File: src/rtl/msrv32_instruction_encoder_pkg.sv
// Shared types and constants for the instruction encoder block.
// Format codes, FSM states, NOP word and RV32I opcodes.
package msrv32_instruction_encoder_pkg;

    localparam logic [2:0] FMT_R = 3'd0;
    localparam logic [2:0] FMT_I = 3'd1;
    localparam logic [2:0] FMT_S = 3'd2;
    localparam logic [2:0] FMT_B = 3'd3;
    localparam logic [2:0] FMT_U = 3'd4;
    localparam logic [2:0] FMT_J = 3'd5;

    typedef enum logic [1:0] {
        ST_IDLE  = 2'd0,
        ST_RUN   = 2'd1,
        ST_DRAIN = 2'd2
    } state_e;

    localparam logic [31:0] NOP_WORD = 32'h0000_0013;

    localparam logic [6:0] OPC_LUI    = 7'b0110111;
    localparam logic [6:0] OPC_AUIPC  = 7'b0010111;
    localparam logic [6:0] OPC_JAL    = 7'b1101111;
    localparam logic [6:0] OPC_JALR   = 7'b1100111;
    localparam logic [6:0] OPC_BRANCH = 7'b1100011;
    localparam logic [6:0] OPC_LOAD   = 7'b0000011;
    localparam logic [6:0] OPC_STORE  = 7'b0100011;
    localparam logic [6:0] OPC_OP_IMM = 7'b0010011;
    localparam logic [6:0] OPC_OP     = 7'b0110011;
    localparam logic [6:0] OPC_SYSTEM = 7'b1110011;

endpackage

File: src/rtl/msrv32_instr_word_encoder.sv
// Combinational packing of instruction fields into an RV32I word.
// Illegal formats produce the canonical NOP and flag illegal_o.
module msrv32_instr_word_encoder
    import msrv32_instruction_encoder_pkg::*;
#(
    parameter int WIDTH      = 32,
    parameter int ADDR_WIDTH = 5
) (
    input  logic [2:0]            fmt_i,
    input  logic [6:0]            opcode_i,
    input  logic [2:0]            funct3_i,
    input  logic [6:0]            funct7_i,
    input  logic [ADDR_WIDTH-1:0] rs1_i,
    input  logic [ADDR_WIDTH-1:0] rs2_i,
    input  logic [ADDR_WIDTH-1:0] rd_i,
    input  logic [WIDTH-1:0]      imm_i,
    output logic [31:0]           word_o,
    output logic                  illegal_o
);

    logic [4:0]  rs1;
    logic [4:0]  rs2;
    logic [4:0]  rd;
    logic [31:0] imm;

    assign rs1 = 5'(rs1_i);
    assign rs2 = 5'(rs2_i);
    assign rd  = 5'(rd_i);
    assign imm = 32'(imm_i);

    always_comb begin
        word_o    = NOP_WORD;
        illegal_o = 1'b0;
        unique case (1'b1)
            (fmt_i == FMT_R):
                word_o = {funct7_i, rs2, rs1, funct3_i, rd, opcode_i};
            (fmt_i == FMT_I):
                word_o = {imm[11:0], rs1, funct3_i, rd, opcode_i};
            (fmt_i == FMT_S):
                word_o = {imm[11:5], rs2, rs1, funct3_i, imm[4:0], opcode_i};
            (fmt_i == FMT_B):
                word_o = {imm[12], imm[10:5], rs2, rs1, funct3_i,
                          imm[4:1], imm[11], opcode_i};
            (fmt_i == FMT_U):
                word_o = {imm[31:12], rd, opcode_i};
            (fmt_i == FMT_J):
                word_o = {imm[20], imm[10:1], imm[11], imm[19:12],
                          rd, opcode_i};
            default: begin
                word_o    = NOP_WORD;
                illegal_o = 1'b1;
            end
        endcase
    end

endmodule

File: src/rtl/msrv32_instruction_encoder.sv
// Field-handshake instruction encoder feeding a small word FIFO that
// drains into the instruction-memory write port under an IDLE/RUN/DRAIN FSM.
module msrv32_instruction_encoder
    import msrv32_instruction_encoder_pkg::*;
#(
    parameter int WIDTH      = 32,
    parameter int ADDR_WIDTH = 5,
    parameter int FIFO_DEPTH = 2
) (
    input  logic                  ms_riscv32_mp_clk_in,
    input  logic                  ms_riscv32_mp_rst_n_in,
    input  logic                  start_in,
    input  logic                  stop_in,
    input  logic [WIDTH-1:0]      base_addr_in,
    input  logic                  fld_valid_in,
    output logic                  fld_ready_out,
    input  logic [2:0]            fmt_in,
    input  logic [6:0]            opcode_in,
    input  logic [2:0]            funct3_in,
    input  logic [6:0]            funct7_in,
    input  logic [ADDR_WIDTH-1:0] rs1_addr_in,
    input  logic [ADDR_WIDTH-1:0] rs2_addr_in,
    input  logic [ADDR_WIDTH-1:0] rd_addr_in,
    input  logic [WIDTH-1:0]      imm_in,
    input  logic                  flush_in,
    output logic [WIDTH-1:0]      ms_riscv32_mp_imaddr_out,
    output logic [WIDTH-1:0]      ms_riscv32_mp_imdata_out,
    output logic                  ms_riscv32_mp_imwr_req_out,
    input  logic                  ms_riscv32_mp_imwr_hready_in,
    output logic [15:0]           instr_count_out,
    output logic                  busy_out,
    output logic                  err_illegal_fmt_out
);

    localparam int PW = (FIFO_DEPTH > 1) ? $clog2(FIFO_DEPTH) : 1;
    localparam int CW = $clog2(FIFO_DEPTH + 1);

    state_e            state_q, state_d;
    logic [31:0]       mem_q [FIFO_DEPTH];
    logic [31:0]       mem_d [FIFO_DEPTH];
    logic [PW-1:0]     wptr_q, wptr_d;
    logic [PW-1:0]     rptr_q, rptr_d;
    logic [CW-1:0]     cnt_q, cnt_d;
    logic [WIDTH-1:0]  addr_q, addr_d;
    logic [WIDTH-1:0]  data_q, data_d;
    logic              req_q, req_d;
    logic [15:0]       count_q, count_d;
    logic              err_q, err_d;

    logic [31:0] enc_word;
    logic        enc_illegal;
    logic        fifo_full;
    logic        fifo_empty;
    logic        start_go;
    logic        push;
    logic        pop;
    logic        wr_done;

    msrv32_instr_word_encoder #(
        .WIDTH      (WIDTH),
        .ADDR_WIDTH (ADDR_WIDTH)
    ) u_enc (
        .fmt_i      (fmt_in),
        .opcode_i   (opcode_in),
        .funct3_i   (funct3_in),
        .funct7_i   (funct7_in),
        .rs1_i      (rs1_addr_in),
        .rs2_i      (rs2_addr_in),
        .rd_i       (rd_addr_in),
        .imm_i      (imm_in),
        .word_o     (enc_word),
        .illegal_o  (enc_illegal)
    );

    function automatic logic [PW-1:0] ptr_inc(input logic [PW-1:0] p);
        return (p == PW'(FIFO_DEPTH - 1)) ? '0 : p + PW'(1);
    endfunction

    assign fifo_full  = (cnt_q == CW'(FIFO_DEPTH));
    assign fifo_empty = (cnt_q == '0);
    assign fld_ready_out = (state_q == ST_RUN) && !fifo_full;

    assign start_go = (state_q == ST_IDLE) && start_in;
    assign wr_done  = req_q && ms_riscv32_mp_imwr_hready_in;
    assign push     = fld_valid_in && fld_ready_out && !flush_in;
    // A completing write frees the port, so the next word can follow at once.
    assign pop      = !fifo_empty && !flush_in && (!req_q || wr_done);

    always_comb begin
        state_d = state_q;
        mem_d   = mem_q;
        wptr_d  = wptr_q;
        rptr_d  = rptr_q;
        cnt_d   = cnt_q;
        addr_d  = addr_q;
        data_d  = data_q;
        req_d   = req_q;
        count_d = count_q;
        err_d   = err_q;

        unique case (state_q)
            ST_IDLE:  if (start_in) state_d = ST_RUN;
            ST_RUN:   if (stop_in) state_d = ST_DRAIN;
            ST_DRAIN: if (fifo_empty && !req_q) state_d = ST_IDLE;
            default:  state_d = ST_IDLE;
        endcase

        if (start_go) begin
            addr_d  = base_addr_in;
            count_d = '0;
            err_d   = 1'b0;
        end else if (wr_done) begin
            addr_d = addr_q + WIDTH'(4);
            if (count_q != 16'hFFFF) count_d = count_q + 16'd1;
        end

        if (push && enc_illegal) err_d = 1'b1;

        if (wr_done) req_d = 1'b0;
        if (pop) begin
            data_d = WIDTH'(mem_q[rptr_q]);
            req_d  = 1'b1;
            rptr_d = ptr_inc(rptr_q);
        end

        if (flush_in) begin
            wptr_d = '0;
            rptr_d = '0;
            cnt_d  = '0;
        end else begin
            if (push) begin
                mem_d[wptr_q] = enc_word;
                wptr_d = ptr_inc(wptr_q);
            end
            cnt_d = cnt_q + CW'(push) - CW'(pop);
        end
    end

    always_ff @(posedge ms_riscv32_mp_clk_in or negedge ms_riscv32_mp_rst_n_in) begin
        if (!ms_riscv32_mp_rst_n_in) begin
            state_q <= ST_IDLE;
            for (int i = 0; i < FIFO_DEPTH; i++) mem_q[i] <= '0;
            wptr_q  <= '0;
            rptr_q  <= '0;
            cnt_q   <= '0;
            addr_q  <= '0;
            data_q  <= '0;
            req_q   <= 1'b0;
            count_q <= '0;
            err_q   <= 1'b0;
        end else begin
            state_q <= state_d;
            mem_q   <= mem_d;
            wptr_q  <= wptr_d;
            rptr_q  <= rptr_d;
            cnt_q   <= cnt_d;
            addr_q  <= addr_d;
            data_q  <= data_d;
            req_q   <= req_d;
            count_q <= count_d;
            err_q   <= err_d;
        end
    end

    assign ms_riscv32_mp_imaddr_out   = addr_q;
    assign ms_riscv32_mp_imdata_out   = data_q;
    assign ms_riscv32_mp_imwr_req_out = req_q;
    assign instr_count_out            = count_q;
    assign err_illegal_fmt_out        = err_q;
    assign busy_out = (state_q != ST_IDLE) || req_q;

endmodule

File: config.mk
export PLATFORM = sky130hd
export DESIGN_NAME = msrv32_instruction_encoder
export DESIGN_NICKNAME = d
export VERILOG_FILES = /design/src/rtl/msrv32_instruction_encoder_pkg.sv /design/src/rtl/msrv32_instr_word_encoder.sv /design/src/rtl/msrv32_instruction_encoder.sv
export SDC_FILE = /design/constraint.sdc
export NUM_CORES = 1
export LEC_CHECK = 0
export CAP_MARGIN = 20
export CORE_AREA = 2 2 130 132
export CTS_BUF_LIST = sky130_fd_sc_hd__clkbuf_4
export DETAILED_ROUTE_END_ITERATION = 10
export DIE_AREA = 0 0 132 134
export HOLD_SLACK_MARGIN = 0.05
export PLACE_DENSITY = 0.74
export SYNTH_ARGS = -nofsm -noshare
export SYNTH_HDL_FRONTEND = slang
export SYNTH_SLANG_ARGS = --single-unit
File: constraint.sdc
create_clock -name ms_riscv32_mp_clk_in -period 3.39 [get_ports ms_riscv32_mp_clk_in]
set_input_delay 0.339 -clock ms_riscv32_mp_clk_in [delete_from_list [all_inputs] [get_ports ms_riscv32_mp_clk_in]]
set_output_delay 0.339 -clock ms_riscv32_mp_clk_in [all_outputs]
set_load 0.02 [all_outputs]
==> qor.txt, run 1 <==
Num ports -> 190
Status -> finished, final reports clean
First-pass GRT wire length -> 29000 um
Synthesized area -> 7210 um^2
Avg Cell Area, Syn -> 9.52 um^2
RR Endpoint -> mem_q[54]
Setup-failing EPs final -> 0
Diodes inserted -> 0
Post-DRT Antenna Nets -> 0
CTS H-Tree Depth -> 4
Unrepaired setup endpoints after global routing -> false
Hold WS -> 0.305 ns
Skew final -> 0.0141 ns
Worst skew pair latency -> 0.55 ns
Initial detailed-routing violation count -> 279
Final Critical Period -> 2.36 ns
Lkg Pwr -> 3.92 nW
Hold WC Path Type -> in -> reg
Min-delay src -> base_addr_in[0]
Wirelength, routed -> 17600 um
1st-pass router iterations -> 4
Worst vdd rail ir drop -> 0.326 mV
Sequential area share after synthesis -> 52.8%
Detailed-route via count -> 5994
IO buf count -> 189
Post-DP HPWL -> 12800 um
DRC Markers -> 0
CTS buffer count -> 17
Syn Nets -> 867
Fmax -> 424 MHz
Distinct cells, synth -> 36
FF-to-FF Start -> state_q[1]
Core ar. -> 16300 um^2
Synth Register Bits -> 152
Max cap viols -> 0
CTS root buf -> clkbuf_4
Die Y -> 134 um
Post-route clock period utilization -> 69.5%
Initial core utilization -> 44.3%
Vias per Instance -> 5.15
WP data required -> 3.05 ns
Synth warn -> 0
Die area -> 17700 um^2
Global placer's final weighted congestion -> 0.799
Largest net degree at the start of global routing -> 72
Relative max-transition margin -> 29.3%
Final Hold Viols -> 0
Crit end category -> primary output
Total power -> 0.00722 W
Pwr dens -> 753 nW/um^2
GR Util All Layers -> 20.5%
Fin util -> 58.8%
Clock sink count -> 152
Die width -> 132 um
Layout cells sized above 1 -> 6.89%
CTS tree -> built
Fin area -> 9580 um^2
Nets -> 1041
Crit path max fanout -> 6
Endpoint, Worst Hold -> ms_riscv32_mp_imaddr_out[0]
Average wire per standard cell -> 15.1 um
WP data arrival -> 2.02 ns
Cell Rows -> 47
Worst Hold Depth -> 3
Initial antenna violation count -> 0
Synth Instances -> 757
Reg2Reg Setup Slack -> 1.15 ns
CTS resizes -> 0
Bufs on Longest Clock Path -> 2
R2r worst-path depth -> 5
Post-placement cell area -> 9280 um^2
Worst-Margin Slew -> 1.06 ns
Worst-path clk slew -> 0.13 ns
WS Path Type -> reg -> out
Vias in the first global route -> 5729
Synth-to-Final Area Change -> 32.9%
Total gr overflow -> 0
Crit start category -> flip-flop
Max Slew Vio Count -> 0
Fin Setup TNS -> 0 ns
-- placed cells by master, fill, tap and decap left out, types with 2 or more instances in the layout --
cell type        instances
a211oi_1                 2
a21oi_1                 59
a22oi_1                 10
a31oi_1                  5
and2_1                   3
and3_1                   6
and4_1                  10
buf_4                    9
bufinv_16                2
clkbuf_4                18
clkdlybuf4s50_1        188
clkinv_4                 2
clkinvlp_4               4
dfrtp_1                151
ha_1                     4
inv_1                    3
inv_6                    5
mux2_2                  15
mux2i_1                 40
nand2_1                124
nand2b_1                 2
nand3_1                 16
nand4_1                 13
nor2_1                  71
nor2b_1                 13
nor3_1                   6
nor4_1                   7
o21ai_0                 70
o21ai_1                 26
xnor2_1                 24
xor2_1                  21
-- critical path: stages, from the launching register on --
cell	delay (ns)
dfrtp_1	0.45
nand2b_1	0.20
nor2_1	0.19
clkdlybuf4s50_1	0.63
-- power breakdown --
group          total [W]  leakage (nW)  internal (W)  switching [W]
Combinational    0.00291          1.84       0.00142        0.00149
Sequential       0.00314          1.93       0.00255       0.000589
Clock            0.00116         0.149      0.000463       0.000701
-- area by class of cell --
cell class | instances | area [um^2]
repair buffers | 200 | 1990
multi-input cells | 557 | 3200
flip-flops and latches | 152 | 3800
clock buffers | 18 | 135
well taps | 220 | 275
clock inverters | 14 | 163
fillers | 1492 | 6710
inverters | 3 | 11.3
-- per-layer routing --
metal | part of all wire (%) | global-route usage [%]
met5 | 0 | 0
met4 | 1.2 | 5.86
met3 | 6.4 | 5.44
met2 | 47 | 33.2
met1 | 46 | 27.5
-- stage by stage --
step,cells,worst slack (ns)
after floorplan,757,1.05
after global routing,1164,0.902
after global placement,1131,0.812
after CTS,1164,0.967
after detailed placement,1131,0.782
final,1164,1.03
-- cells in the mapped netlist --
cell      instances  area share, %
xnor2_1          24            2.9
nand4b_1          1           0.12
nand2b_1          2           0.17
nor4_1            7           0.61
or3_1             1          0.087
a21oi_1          59            4.1
a211oi_1          2           0.21
mux2i_1          40            5.6
clkbuf_1         30            1.6
nor4b_1           1           0.12
and3_1            6           0.52
and2_1            4           0.35
nor2b_1          13            1.1
nor3b_1           1           0.10
nor2_1           72            3.7
or2_1             1          0.087
xor2_1           21            2.6
buf_6             3           0.47
o21ai_1          26            1.8
buf_2             6           0.42
dfrtp_1         152             53
o21ai_0          70            4.9
mux2_2           15            2.3
nor4_2            1           0.17
and4_1           10            1.2
nor2_2            1          0.087
or4b_4            1           0.19
inv_1             3           0.16
a31oi_1           5           0.43
buf_1             6           0.31
a22oi_1          10            1.0
ha_1              4           0.69
nand4_1          13            1.1
nor3_1            6           0.42
nand2_1         124            6.5
nand3_1          16            1.1
-- what timing repair did --
action                     4_1_cts  5_1_grt
hold buffers                     1        0
setup buffers                    0        0
setup endpoints to repair        0        0
hold endpoints to repair        60        0
-- flip-flops by register name, summed over array words and instances, names as in the netlist --
name and cells:
err_illegal_fmt_out 1, instr_count_out 16, wptr_q 1, ms_riscv32_mp_imwr_req_out 1, ms_riscv32_mp_imdata_out 32, mem_q 64, cnt_q 2, state_q 2
ms_riscv32_mp_imaddr_out 32, rptr_q 1
-- how the worst max path moves through the flow --
stage	cells past startpoint	endpoint	from	slack (ns)
2_1_floorplan	11	cnt_q[1]	ms_riscv32_mp_imwr_req_out	1.05
6_report	3	fld_ready_out	state_q[1]	1.03
4_1_cts	3	fld_ready_out	state_q[1]	0.97
5_1_grt	3	fld_ready_out	state_q[1]	0.90
3_5_place_dp	5	mem_q[45]	flush_in	0.78
3_3_place_gp	5	mem_q[37]	flush_in	0.81
-- logic make-up after synthesis --
group | after synthesis | share of synthesized area [%]
flip-flops | 152 | 52.8
adder cells (fa/ha/maj) | 4 | 0.694
buffers and inverters | 48 | 2.92
multiplexers | 55 | 7.90
AO/OA/AOI/OAI | 172 | 12.4
XOR/XNOR | 45 | 5.47
AND/OR/NAND/NOR | 281 | 17.8
Power figures use the tool's default switching activity.
==> run 2: changes to the inputs <==
- PLACE_DENSITY: 0.74 -> 0.77
- clock period: 3.39 -> 2 ns (I/O delays scaled with it)
==> run 2 against run 1 <==
  * Utilization grew 2.9 points
  * Non-clock buffer count grew 30
  * Clock power grew 89%
  * Combinational power grew 86%
  * Clock skew is essentially flat
  * Global-route usage grew 1.1 points
  * Sequential share of layout area shrank 1.8 points
  * Die area is the same
  * Design area grew 4.9%
  * Routed wire length grew 7.4%
  * Flip-flop and latch count is the same
  * Critical path type is now reg -> reg
  * Largest cell class unchanged
==> qor.txt, run 2 (synthesized netlist as in run 1, its figures left out) <==
Status -> finished, final reports clean
Detailed-route via count -> 6239
Cell Rows -> 47
Hold WC Path Type -> in -> async
CTS root buf -> clkbuf_4
Final Critical Period -> 2.00 ns
Crit path max fanout -> 7
1st-pass router iterations -> 8
Buffers and inverters on the worst path -> 2
Worst-path cell chain -> nand2b_4 -> or4b_4 -> buf_4 -> or2_4 -> clkbuf_16 -> nand2_1 -> o21ai_1
Max Slew Vio Count -> 0
DRT met1 WL -> 8150 um
Total gr overflow -> 0
Fill count -> 1404
Initial antenna violation count -> 0
Fin Setup TNS -> 0 ns
Post-DP HPWL -> 13000 um
Num ports -> 190
DR top layer -> met4
IO buf count -> 189
Global placer's final weighted congestion -> 0.844
CTS H-Tree Depth -> 4
Slowest stage delay, CP -> 0.54 ns
WP data required -> 2.45 ns
Average wire per standard cell -> 15.8 um
Nets -> 1071
Worst-path clk slew -> 0.13 ns
Worst skew pair latency -> 0.57 ns
Layout cells sized above 1 -> 10.7%
Core ar. -> 16300 um^2
Relative max-transition margin -> 50.1%
Die area -> 17700 um^2
Worst vdd rail ir drop -> 0.616 mV
Pwr dens -> 1280 nW/um^2
CTS buffer count -> 17
CTS tree -> built
Worst-Margin Slew -> 0.745 ns
CP max stage cell -> or4b_4
Largest register FFs -> 64
Skew final -> 0.0142 ns
Synth-to-Final Area Change -> 39.4%
Reg with most FFs -> mem_q
Setup-failing EPs final -> 0
Initial detailed-routing violation count -> 310
Clock sink count -> 152
Post-DRT Antenna Nets -> 0
Die width -> 132 um
Met3 routed WL -> 1350 um
Wirelength, routed -> 18900 um
DRC Markers -> 0
Vias per Instance -> 5.23
Crit end category -> flip-flop
Bufs on Longest Clock Path -> 2
Commonest non-fill, non-tap cells in the layout -> 185 x clkdlybuf4s50_1, 149 x dfrtp_1, 124 x nand2_1
Unrepaired setup endpoints after global routing -> true
Hold WS -> 0.0888 ns
Vias in the first global route -> 6053
Max cap viols -> 0
Initial core utilization -> 44.3%
Largest net degree at the start of global routing -> 73
Commonest non-fill, non-tap cell in the layout -> clkdlybuf4s50_1
Final Hold Viols -> 0
Diodes inserted -> 0
Post-route clock period utilization -> 100%
Die Y -> 134 um
Fmax -> 500 MHz
DR WL met2 -> 8950 um
First-pass GRT wire length -> 30400 um
WP data arrival -> 2.45 ns
Crit path max-delay family -> simple AND/OR/NAND/NOR gates
Crit start category -> flip-flop
GR Util All Layers -> 21.6%
WS Path Type -> reg -> reg
Lkg Pwr -> 4.17 nW
run 2: changes by cell type in the layout (fill, tap and decap cells not counted), moves of 3 or more:
cell and change:
buf_12 +6, buf_4 +17, buf_6 +3, bufinv_16 +3, clkdlybuf4s50_1 -3, clkinv_1 +3, clkinv_2 +4, clkinvlp_4 -3
inv_6 -4, o21ai_1 -3, o21ai_2 +3
run 2: repair_timing:
action | in CTS | in global routing
endpoints found under the setup margin | 30 | 37
pin swaps | 5 | 5
hold buffers | 1 | 0
hold endpoints to repair | 152 | 0
gates cloned | 1 | 4
setup buffers | 1 | 0
gates resized for setup | 12 | 10
run 2: report_power, final:
part / total, W / internal, W / switching, W
registers: 0.00524 / 0.00433 / 0.000910
logic: 0.00540 / 0.00262 / 0.00277
clock network: 0.00219 / 0.00110 / 0.00109
run 2: metal layers:
metal | GRT usage, % | up-vias
met3 | 6.12 | 27
met4 | 8.09 | 0
met5 | 0 | -
met2 | 35.6 | 253
li1 | - | 3035
met1 | 27.3 | 2924
run 2: per-stage QoR:
step           std cells  total power (W)  utilization (%)  setup WS [ns]  cell area, um^2
2_1_floorplan        757          0.00805                -       -0.00660             7220
3_3_place_gp        1155           0.0104             58.5         -0.124             9530
3_5_place_dp        1155           0.0105             58.5         -0.169             9530
4_1_cts             1190           0.0128             61.1        -0.0639             9950
5_1_grt             1194           0.0137             61.7        -0.0635            10000
6_report            1194           0.0128             61.7       0.000546            10000
run 2: cell type report:
| cell class | count | area, um^2 | share of cell area (%) |
|---|---|---|---|
| clock buffers | 17 | 128 | 1.27 |
| clock inverters | 15 | 206 | 2.05 |
| inverters | 3 | 11.3 | 0.112 |
| multi-input cells | 557 | 3260 | 32.5 |
| flip-flops and latches | 152 | 3810 | 37.9 |
| well taps | 220 | 275 | 2.74 |
| repair buffers | 230 | 2360 | 23.5 |
run 2: worst paths after layout:
path	start	end	slack, ns	cells past startpoint
max	state_q[1]	mem_q[53]	0.0005	7
min	ms_riscv32_mp_rst_n_in	instr_count_out[12]	0.09	2
max reg2reg	state_q[1]	mem_q[53]	0.0005	7
min reg2reg	ms_riscv32_mp_imaddr_out[1]	ms_riscv32_mp_imaddr_out[1]	0.49	2
max in group asynchronous	ms_riscv32_mp_rst_n_in	mem_q[57]	1.23	3
min in group ms_riscv32_mp_clk_in	base_addr_in[1]	ms_riscv32_mp_imaddr_out[1]	0.16	3
